**src/rtl/seven_segment_reader.sv**
```systemverilog
`default_nettype none
// ============================================================================
// Module  : seven_segment_reader
// Purpose : Recovers hex digits from a multiplexed active-low 7-segment bus.
// Revision: 1.0
// ============================================================================
module seven_segment_reader #(
  parameter int NUM_DIGITS    = 4,
  parameter int STABLE_CYCLES = 8
) (
  input  logic                    clk,
  input  logic                    rst_n,
  input  logic [6:0]              segments_in,
  input  logic [NUM_DIGITS-1:0]   digit_sel_n,
  input  logic                    frame_ready,
  output logic                    frame_valid,
  output logic [4*NUM_DIGITS-1:0] hex_out,
  output logic [NUM_DIGITS-1:0]   err_mask,
  output logic                    frame_drop
);

  localparam int c_IDX_W = (NUM_DIGITS > 1) ? $clog2(NUM_DIGITS) : 1;
  localparam int c_CNT_W = $clog2(STABLE_CYCLES);
  localparam logic [c_CNT_W-1:0] c_CNT_MAX = c_CNT_W'(STABLE_CYCLES - 1);
  localparam logic [c_CNT_W-1:0] c_CNT_PRE = c_CNT_W'(STABLE_CYCLES - 2);

  localparam logic [0:0] c_COLLECT = 1'b0;
  localparam logic [0:0] c_PRESENT = 1'b1;

  logic [6:0]              r_seg_s1, r_seg_s2;
  logic [NUM_DIGITS-1:0]   r_sel_s1, r_sel_s2;
  logic [c_CNT_W-1:0]      r_cnt;
  logic                    r_evt;
  logic [0:0]              r_state;
  logic [NUM_DIGITS-1:0]   r_captured;
  logic [4*NUM_DIGITS-1:0] r_stage_hex;
  logic [NUM_DIGITS-1:0]   r_stage_err;
  logic                    r_frame_valid;
  logic [4*NUM_DIGITS-1:0] r_hex_out;
  logic [NUM_DIGITS-1:0]   r_err_mask;
  logic                    r_frame_drop;

  logic                    w_same;
  logic                    w_sel_ok;
  logic                    w_cap;
  logic [c_IDX_W-1:0]      w_idx;
  logic [3:0]              w_hex;
  logic                    w_err;

  assign frame_valid = r_frame_valid;
  assign hex_out     = r_hex_out;
  assign err_mask    = r_err_mask;
  assign frame_drop  = r_frame_drop;

  always_ff @(posedge clk or negedge rst_n) begin
    if (!rst_n) begin
      r_seg_s1 <= '1;
      r_seg_s2 <= '1;
      r_sel_s1 <= '1;
      r_sel_s2 <= '1;
    end else begin
      r_seg_s1 <= segments_in;
      r_seg_s2 <= r_seg_s1;
      r_sel_s1 <= digit_sel_n;
      r_sel_s2 <= r_sel_s1;
    end
  end

  // Stage 1 is next cycle's stage 2, so comparing them keeps r_cnt aligned with
  // the stage-2 value it describes; r_evt fires the cycle r_cnt first hits max.
  assign w_same = ({r_seg_s1, r_sel_s1} == {r_seg_s2, r_sel_s2});

  always_ff @(posedge clk or negedge rst_n) begin
    if (!rst_n) begin
      r_cnt <= '0;
      r_evt <= 1'b0;
    end else begin
      if (!w_same)
        r_cnt <= '0;
      else if (r_cnt != c_CNT_MAX)
        r_cnt <= r_cnt + 1'b1;
      r_evt <= w_same && (r_cnt == c_CNT_PRE);
    end
  end

  assign w_sel_ok = $onehot(~r_sel_s2);
  assign w_cap    = r_evt && w_sel_ok;

  always_comb begin
    w_idx = '0;
    for (int i = 0; i < NUM_DIGITS; i++)
      if (!r_sel_s2[i]) w_idx = c_IDX_W'(i);
  end

  always_comb begin
    w_hex = 4'h0;
    w_err = 1'b0;
    case (r_seg_s2)
      7'b1000000: w_hex = 4'h0;
      7'b1111001: w_hex = 4'h1;
      7'b0100100: w_hex = 4'h2;
      7'b0110000: w_hex = 4'h3;
      7'b0011001: w_hex = 4'h4;
      7'b0010010: w_hex = 4'h5;
      7'b0000010: w_hex = 4'h6;
      7'b1111000: w_hex = 4'h7;
      7'b0000000: w_hex = 4'h8;
      7'b0010000: w_hex = 4'h9;
      7'b0001000: w_hex = 4'hA;
      7'b0000011: w_hex = 4'hB;
      7'b1000110: w_hex = 4'hC;
      7'b0100001: w_hex = 4'hD;
      7'b0000110: w_hex = 4'hE;
      7'b0001110: w_hex = 4'hF;
      default:    w_err = 1'b1;
    endcase
  end

  always_ff @(posedge clk or negedge rst_n) begin
    if (!rst_n) begin
      r_state       <= c_COLLECT;
      r_captured    <= '0;
      r_stage_hex   <= '0;
      r_stage_err   <= '0;
      r_frame_valid <= 1'b0;
      r_hex_out     <= '0;
      r_err_mask    <= '0;
      r_frame_drop  <= 1'b0;
    end else begin
      case (r_state)
        c_COLLECT: begin
          if (&r_captured) begin
            r_state       <= c_PRESENT;
            r_hex_out     <= r_stage_hex;
            r_err_mask    <= r_stage_err;
            r_frame_valid <= 1'b1;
          end else if (w_cap && !r_captured[w_idx]) begin
            r_stage_hex[w_idx*4 +: 4] <= w_hex;
            r_stage_err[w_idx]        <= w_err;
            r_captured[w_idx]         <= 1'b1;
          end
        end
        c_PRESENT: begin
          if (r_frame_valid && frame_ready) begin
            r_state       <= c_COLLECT;
            r_frame_valid <= 1'b0;
            r_captured    <= '0;
            r_stage_hex   <= '0;
            r_stage_err   <= '0;
          end else if (w_cap && ((w_hex != r_hex_out[w_idx*4 +: 4]) ||
                                 (w_err != r_err_mask[w_idx]))) begin
            r_frame_drop <= 1'b1;
          end
        end
        default: r_state <= c_COLLECT;
      endcase
    end
  end

endmodule
`default_nettype wire

```
**config.mk**
```make
export PLATFORM = sky130hd
export DESIGN_NAME = seven_segment_reader
export DESIGN_NICKNAME = d
export VERILOG_FILES = /design/src/rtl/seven_segment_reader.sv
export SDC_FILE = /design/constraint.sdc
export NUM_CORES = 1
export LEC_CHECK = 0
export ABC_AREA = 0
export CORE_ASPECT_RATIO = 0.7
export CORE_MARGIN = 2
export CORE_UTILIZATION = 43
export DETAILED_ROUTE_END_ITERATION = 12
export DONT_BUFFER_PORTS = 1
export SLEW_MARGIN = 15
export SYNTH_ARGS = -nofsm -noshare
export SYNTH_HDL_FRONTEND = slang
export SYNTH_SLANG_ARGS = --single-unit
```
**constraint.sdc**
```tcl
create_clock -name clk -period 3.5 [get_ports clk]
set_clock_uncertainty 0.1 [all_clocks]
set_input_delay 1.05 -clock clk [delete_from_list [all_inputs] [get_ports clk]]
set_output_delay 1.05 -clock clk [all_outputs]
set_load 0.1 [all_outputs]
```
==> results.sh <==
export IMPL_grt_max_degree=74
export IMPL_syn_area_um2=3380
export IMPL_wl_per_cell_um=18.2
export IMPL_hold_viol=0
export IMPL_ios=36
export IMPL_setup_tns_ns=0
export IMPL_cts_num_sinks=73
export IMPL_area_growth_pct=6.89
export IMPL_die_y_um=78.1
export IMPL_fmax_mhz=323
export IMPL_htreeDepth=3
export IMPL_path_class="register to register"
export IMPL_rsz0062_at_grt="no"
export IMPL_ys_seq_area_share_pct=54.9
export IMPL_finalSetupViolCount=0
export IMPL_gr_total_overflow=0
export IMPL_grt_pass1_vias=2209
export IMPL_leakage_uw=0.00164
export IMPL_cts_reportedPaths_clkPinSlew_ns=0.08
export IMPL_cts_setup_buffers=0
export IMPL_synth_distinct_cells=50
export IMPL_fin_crit_sh_pct=88.3
export IMPL_layout_min_cycle_time_ns=3.09
export IMPL_nets=313
export IMPL_postCtsHoldBufs=0
export IMPL_via_per_inst=5.62
export IMPL_worst_ep_required_time_ns=3.62
export IMPL_maxSlewViolCount=0
export IMPL_cp_start_kind="register"
export IMPL_yosysWarningCount=0
export IMPL_ys_ff_latch=73
export IMPL_syn_inst=297
export IMPL_drtIter0Drc=168
export IMPL_synth_edff_count=0
export IMPL_drc=0
export IMPL_firstDrtPassIters=4
export IMPL_grt_pass1_wl_mm=11.9
export IMPL_place_congestion=0.839
export IMPL_cts_buffer_depth=2
export IMPL_portBuffers=0
export IMPL_antenna_cells_inserted=0
export IMPL_rows=26
export IMPL_synth_top_cell_area_share_pct=37.8
export IMPL_numCtsBuffers=9
export IMPL_die_area_um2=8590
export IMPL_initial_core_util_pct=45.3
export IMPL_fp_coreArea_um2=7450
export IMPL_synth_flop_cell="dfrtp_1"
export IMPL_yosys_area_top_type="dfrtp_1"
export IMPL_tritoncts="built"
export IMPL_grt_usage_pct=18.7
export IMPL_syn_area_per_cell_um2=11.4
export IMPL_yosysMostFrequentCell="dfrtp_1"
export IMPL_critPathMaxFanout=11
export IMPL_antenna_left=0
export IMPL_synth_area_leaders="dfrtp_1, dfstp_2, mux2_2"
export IMPL_r2r_setup_slack_ns=0.41
export IMPL_vias=2227
export IMPL_hold_class="register to register"
export IMPL_tightest_slew_ns=1.07
export IMPL_insertion_delay_ns=0.36
export IMPL_synth_fp_nets=317
export IMPL_max_vdd_ir_drop_mv=0.235
export IMPL_synthArstFlopShare_pct=100
export IMPL_root_buffer="clkbuf_8"
export IMPL_synthTopCellsByCount="dfrtp_1, o21ai_0, nand3_1, dfstp_2, mux2_2"
export IMPL_maxSlewHeadroom_pct=28.6
export IMPL_antenna_found_initial=0
export IMPL_drive_gt1_share_pct=23.2
export IMPL_hpwl_mm=4.90
export IMPL_postCtsResizedCells=0
export IMPL_wl_mm=7.19
export IMPL_outcome="completed"
export IMPL_hold_ws_ns=0.275
export IMPL_cellPowerDensity_nw_per_um2=495
export IMPL_timing_max_cap_violations=0
export IMPL_die_x_um=110
export IMPL_cp_arrival_ns=3.22
export IMPL_cp_end_kind="register"
export IMPL_n_fill_cell=661
==> kinds of logic after synthesis <==
group,count (synthesis),share of synthesized area [%]
xor gates and xnor gates,17,4.41
adders and majority gates,6,2.45
muxes,26,8.48
and+or+nand+nor,95,16.0
DFF,73,54.9
AOI/OAI and AO/OA,54,9.78
buffers and inverters,26,3.96
==> layout make-up <==
class / count / area, um^2 / area share [%]
Sequential cell: 73 / 1850 / 51.4
Multi-Input combinational cell: 198 / 1390 / 38.5
Clock buffer: 12 / 166 / 4.61
Tap cell: 98 / 123 / 3.40
Inverter: 8 / 30.0 / 0.832
Clock inverter: 4 / 25.0 / 0.693
Timing Repair Buffer: 3 / 22.5 / 0.624
==> critical path: stages, from the launching register on <==
cell and delay, ns:
dfstp_2 0.62, fa_1 0.43, inv_1 0.06, ha_1 0.14
ha_1 0.23, nor4bb_1 0.41, nand2b_1 0.17, o21ai_0 0.17
nand3_1 0.34, nand3_1 0.20, o21ai_0 0.10
==> cell usage in the layout (no fill, tap or decap), types with 3 or more instances in the layout <==
cell      count
nor2b_1       3
nor3_1        6
nand2_1      15
clkbuf_8     10
buf_4         3
inv_1         8
a21oi_1      13
ha_1          5
and3_1        3
dfstp_2      22
xor2_1       15
mux2_2       21
mux2i_1       5
dfrtp_1      51
nand3_1      24
nor2_1       17
o21ai_0      29
nand2b_1      6
nor4_1        3
==> registers in the layout (all words and copies together), names as in the netlist <==
register,count
hex_out,16
r_stage_hex,16
r_seg_s1,7
r_seg_s2,7
err_mask,4
r_captured,4
r_sel_s1,4
r_sel_s2,4
r_stage_err,4
r_cnt,3
frame_drop,1
frame_valid,1
r_evt,1
r_state,1
==> per-layer routing <==
| metal | global-route usage [%] | up-vias | share of wire (%) |
|---|---|---|---|
| li1 | - | 1048 | - |
| met1 | 28.1 | 1111 | 51 |
| met2 | 24.6 | 60 | 41 |
| met3 | 6.89 | 8 | 6.7 |
| met4 | 5.82 | 0 | 1.1 |
| met5 | 0 | - | 0 |
==> stage by stage <==
step | setup WS [ns] | power, uW | area, um^2 | util (%) | std cells
6_report | 0.408 | 1790 | 3610 | 48.5 | 396
5_1_grt | 0.0296 | 1870 | 3610 | 48.5 | 396
4_1_cts | 0.403 | 1810 | 3610 | 48.5 | 396
3_5_place_dp | 0.411 | 1170 | 3420 | 45.9 | 380
3_3_place_gp | 0.564 | 1160 | 3420 | 45.9 | 380
2_1_floorplan | 0.889 | 1120 | 3380 | - | 297
==> worst paths after layout <==
check / startpoint / endpoint / depth (start not counted)
hold reg to reg: r_seg_s1[3] / r_seg_s2[3] / 0
setup reg to reg: r_sel_s2[3] / r_stage_hex[2] / 10
max in group asynchronous: rst_n / r_sel_s1[2] / 0
hold / removal: r_seg_s1[3] / r_seg_s2[3] / 0
setup / recovery: r_sel_s2[3] / r_stage_hex[2] / 10
min in group asynchronous: rst_n / hex_out[13] / 0
==> power by group <==
part	total [uW]	internal, uW	switching [uW]
Clock	633	319	314
Combinational	166	58.8	107
Sequential	987	910	77.6
Power figures use the tool's default switching activity.
